## src/rtl/serial_logic_unit.sv

```systemverilog
// Bit-serial NAND-only logic unit: NAND/AND/OR/XOR of two WIDTH-bit operands, LSB first.
// Optional feature macro: SLU_PARITY_EN adds a registered parity output (^result).
module serial_logic_unit #(
    parameter int WIDTH = 8
) (
    input  logic             clk,
    input  logic             rst_n,
    input  logic             start,
    input  logic [1:0]       op,
    input  logic [WIDTH-1:0] a,
    input  logic [WIDTH-1:0] b,
    output logic             busy,
    output logic             done,
    output logic [WIDTH-1:0] result,
`ifdef SLU_PARITY_EN
    output logic             parity,
`endif
    output logic             zero
);

    localparam int CW = $clog2(WIDTH);

    typedef enum logic [1:0] {S_IDLE, S_RUN, S_DONE} state_t;

    state_t           state, state_next;
    logic [WIDTH-1:0] a_sr, b_sr;
    logic [WIDTH-2:0] part;
    logic [WIDTH-1:0] part_wide;
    logic [1:0]       op_q;
    logic [CW-1:0]    cnt;
    logic             accept, last, bit_r;

    function automatic logic nand2(input logic x, input logic y);
        return ~(x & y);
    endfunction

    assign accept = start && (state != S_RUN);
    assign last   = (state == S_RUN) && (cnt == CW'(WIDTH - 1));
    assign busy   = (state == S_RUN);
    assign done   = (state == S_DONE);

    // Every operation is composed purely from 2-input NANDs.
    always_comb begin
        bit_r = nand2(a_sr[0], b_sr[0]);
        case (op_q)
            2'b00: bit_r = nand2(a_sr[0], b_sr[0]);
            2'b01: bit_r = nand2(nand2(a_sr[0], b_sr[0]), nand2(a_sr[0], b_sr[0]));
            2'b10: bit_r = nand2(nand2(a_sr[0], a_sr[0]), nand2(b_sr[0], b_sr[0]));
            2'b11: bit_r = nand2(nand2(a_sr[0], nand2(a_sr[0], b_sr[0])),
                                 nand2(b_sr[0], nand2(a_sr[0], b_sr[0])));
            default: bit_r = nand2(a_sr[0], b_sr[0]);
        endcase
    end

    // New bit enters from the MSB; on the final bit this is the complete word.
    assign part_wide = {bit_r, part};

    always_comb begin
        state_next = state;
        case (state)
            S_IDLE: if (start) state_next = S_RUN;
            S_RUN:  if (last)  state_next = S_DONE;
            S_DONE: state_next = start ? S_RUN : S_IDLE;
            default: state_next = S_IDLE;
        endcase
    end

    // NOTE: sequential state uses non-blocking assignments so every register
    // samples pre-edge values, independent of statement order.
    always_ff @(posedge clk or negedge rst_n) begin
        if (!rst_n) state <= S_IDLE;
        else        state <= state_next;
    end

    // NOTE: the datapath registers are plain flops (not a memory), so they are
    // all cleared by reset to give a fully defined post-reset state.
    always_ff @(posedge clk or negedge rst_n) begin
        if (!rst_n) begin
            a_sr   <= '0;
            b_sr   <= '0;
            part   <= '0;
            op_q   <= 2'b00;
            cnt    <= '0;
            result <= '0;
            zero   <= 1'b0;
`ifdef SLU_PARITY_EN
            parity <= 1'b0;
`endif
        end else if (accept) begin
            a_sr <= a;
            b_sr <= b;
            op_q <= op;
            cnt  <= '0;
        end else if (state == S_RUN) begin
            a_sr <= a_sr >> 1;
            b_sr <= b_sr >> 1;
            part <= part_wide[WIDTH-1:1];
            cnt  <= cnt + CW'(1);
            if (last) begin
                result <= part_wide;
                zero   <= (part_wide == '0);
`ifdef SLU_PARITY_EN
                parity <= ^part_wide;
`endif
            end
        end
    end

endmodule

```

## config.mk

```make
export PLATFORM = sky130hd
export DESIGN_NAME = serial_logic_unit
export DESIGN_NICKNAME = d
export VERILOG_FILES = /design/src/rtl/serial_logic_unit.sv
export SDC_FILE = /design/constraint.sdc
export NUM_CORES = 1
export LEC_CHECK = 0
export ABC_CLOCK_PERIOD_IN_PS = 1800
export CAP_MARGIN = 20
export CORE_MARGIN = 2
export CORE_UTILIZATION = 25
export DETAILED_ROUTE_END_ITERATION = 8
export PLACE_DENSITY = 0.44
export SLEW_MARGIN = 10
export SYNTH_ARGS = -nofsm -noshare
export SYNTH_HDL_FRONTEND = slang
export SYNTH_SLANG_ARGS = --single-unit
```

## constraint.sdc

```tcl
create_clock -name clk -period 1.8 [get_ports clk]
set_clock_uncertainty 0.2 [all_clocks]
set_input_delay 0.27 -clock clk [delete_from_list [all_inputs] [get_ports clk]]
set_output_delay 0.27 -clock clk [all_outputs]
set_load 0.02 [all_outputs]
```

==> flow_metrics.tcl <==
set metrics [dict create \
    track_usage_pct 10.4 \
    syn_area_um2 1700 \
    antenna_cells 0 \
    layout_common_cells "39 x nand2_1, 39 x dfrtp_1, 28 x clkdlybuf4s50_1" \
    drt_iter0_markers 76 \
    critical_path_arrival_ps 1270 \
    post_cts_buffers 0 \
    syn2layout_area_growth_pct 31.7 \
    wl_per_cell_um 12.5 \
    p_sw_share_pct 34.9 \
    clkSinkCount 39 \
    grt-busiest-layer "met2" \
    setup_tns_ps 0 \
    pwr-share-comb_pct 34.9 \
    num_vias 1193 \
    ys.flop_type "dfrtp_1" \
    gp_congestion 0.695 \
    placed_area_um2 2120 \
    cp.required_ps 1330 \
    initial_core_util_pct 25.5 \
    hold_class "input pin to asynchronous set/reset pin" \
    root_buffer "clkbuf_8" \
    critPathKind "register to primary output" \
    dieArea_um2 7480 \
    die_height_um 86.5 \
    design_area_um2 2240 \
    hpwl_mm 2.48 \
    cts_tree "done" \
    numCtsBuffers 5 \
    r2r-start "cnt[0]$_DFFE_PN0P_" \
    grt_antenna_before_repair 0 \
    fin_crit_sh_pct 96.4 \
    end_kind "primary output" \
    ys_seq_elements 39 \
    setup_viol 0 \
    max_freq_mhz 576 \
    overflow 0 \
    via_per_inst 4.40 \
    synth_nets 180 \
    syn_area_per_cell_um2 11.0 \
    pwr-share-seq_pct 43.1 \
    clockBufferDepth 2 \
    hold_viol_final 0 \
    crit_buf_inv 1 \
    drt-total-wl_mm 3.38 \
    syn_inst 155 \
    crit_family "buffers and inverters" \
    p_sw_mw 1.20 \
    async_reset_ff_share_pct 100 \
    tightest_slew_ps 441 \
    max_slew_margin_pct 70.6 \
    worst_setup_path_start_kind "register" \
    h-tree-depth 2 \
    critPathMaxFanout 2 \
    rr_worst_depth 4 \
    grt_pass1_vias 1223 \
    outcome "complete, no violations" \
    die_x_um 86.5 \
    gr-usage-met1_pct 13.7 \
    pwr-share-clk_pct 22.0 \
    rows 30 \
    slew_violations 0 \
    drt_drc_violations_left 0 \
    layout-drive-gt1-share_pct 12.6 \
    grt_first_pass_wirelength_mm 6.07 \
    p_int_mw 2.24 \
    p_leak_nw 1.07 \
    finalNetCount 215 \
    rsz0062_at_grt "no" \
    port_buffers 31 \
    core_region_area_um2 6680 \
    period_needed_ps 1740 \
    grt_use_met2_pct 16.2 \
    cp_cell_sequence "clkdlybuf4s50_1" \
    rr_endpoint "result[0]$_DFFE_PN0P_" \
    ys_seq_area_share_pct 57.4 \
    clock_latency_ps 290 \
    yosys_warnings 0 \
    cap_violations 0 \
    r2r_slack_ps 100 \
    ioPinCount 32 \
    clk_pin_slew_ps 80 \
    slowest_stage "clkdlybuf4s50_1" \
    synth_edf_count 0 \
    grt_max_degree 41 \
    ys_types 25 \
    gr-usage-met3_pct 2.95 \
    ir_drop_mv 0.461 \
    power.density_nw_per_um2 1540 \
    cp_slowest_stage_delay_ps 610 \
    antenna_left 0 \
    first_pass_iters 4 \
]
[flip-flops by register name, summed over array words and instances, names as in the netlist]
name / count
result: 8
b_sr: 8
cnt: 3
zero: 1
op_q: 2
part: 7
state: 2
a_sr: 8
[kinds of logic (layout without fill, tap and decap cells)]
logic type      after synthesis  count (layout)  synth area share (%)
compound gates               22              22                  6.84
xor+xnor                      1               1                 0.515
fa+ha+maj                     4               4                  2.94
buf+inv                      14              50                  4.12
flops                        39              39                  57.4
mux                          26              26                  16.2
simple gates                 49              49                  12.1
[synth_stat cells, drive strengths merged, types with 4 or more instances]
| master | n | area share [%] |
|---|---|---|
| nand2 | 40 | 9.0 |
| nor2 | 4 | 0.88 |
| inv | 5 | 1.1 |
| clkbuf | 4 | 0.88 |
| o21ai | 19 | 5.6 |
| ha | 4 | 2.9 |
| mux2 | 9 | 6.2 |
| dfrtp | 39 | 57 |
| mux2i | 17 | 10 |
| buf | 4 | 1.8 |
[worst max path at each step]
stage                                      from               endpoint  slack [ps]  depth (start not counted)
after floorplan              cnt[0]$_DFFE_PN0P_  result[1]$_DFFE_PN0P_         190                          5
after global placement                    start    b_sr[2]$_DFFE_PN0P_          90                          4
after detailed placement                  start    b_sr[6]$_DFFE_PN0P_          60                          4
after CTS                 result[2]$_DFFE_PN0P_              result[2]          50                          1
after global routing      result[3]$_DFFE_PN0P_              result[3]          10                          1
final                     result[2]$_DFFE_PN0P_              result[2]          60                          1
[stage by stage]
stage / util, % / instances / worst slack, ps / total power, mW / hold slack [ps]
after global routing: 33.5 / 271 / 11.6 / 3.76 / 309
after global placement: 31.7 / 262 / 90.3 / 2.70 / 38.7
after floorplan: - / 155 / 191 / 2.25 / -226
after CTS: 33.5 / 271 / 53.6 / 3.51 / 267
after detailed placement: 31.7 / 262 / 63.1 / 2.74 / 44.9
final: 33.5 / 271 / 64.1 / 3.45 / 242
[final cells by class]
type / count / area, µm²
fillers: 687 / 4440
flip-flops and latches: 39 / 976
multi-input cells: 102 / 656
repair buffers: 36 / 368
well taps: 80 / 100
clock buffers: 6 / 82.6
clock inverters: 2 / 35.0
inverters: 6 / 23.8
[metal layers]
layer | vias up | routed length (µm)
li1 | 586 | -
met1 | 582 | 1550
met2 | 20 | 1660
met3 | 5 | 108
met4 | 0 | 59
met5 | - | 0
[power groups by stage]
stage	clock network (mW)	logic [mW]	registers, mW
3_5_place_dp	0	1.24	1.50
5_1_grt	0.836	1.39	1.54
3_3_place_gp	0	1.21	1.49
6_report	0.759	1.20	1.49
4_1_cts	0.783	1.24	1.49
2_1_floorplan	0	0.719	1.53
[what timing repair did]
item / CTS / global route
endpoints found under the setup margin: 2 / 0
endpoints found under the hold margin: 17 / 0
hold buffers: 1 / 0
gates resized for setup: 2 / 0
Note: power is estimated with default switching activity, not from simulation.
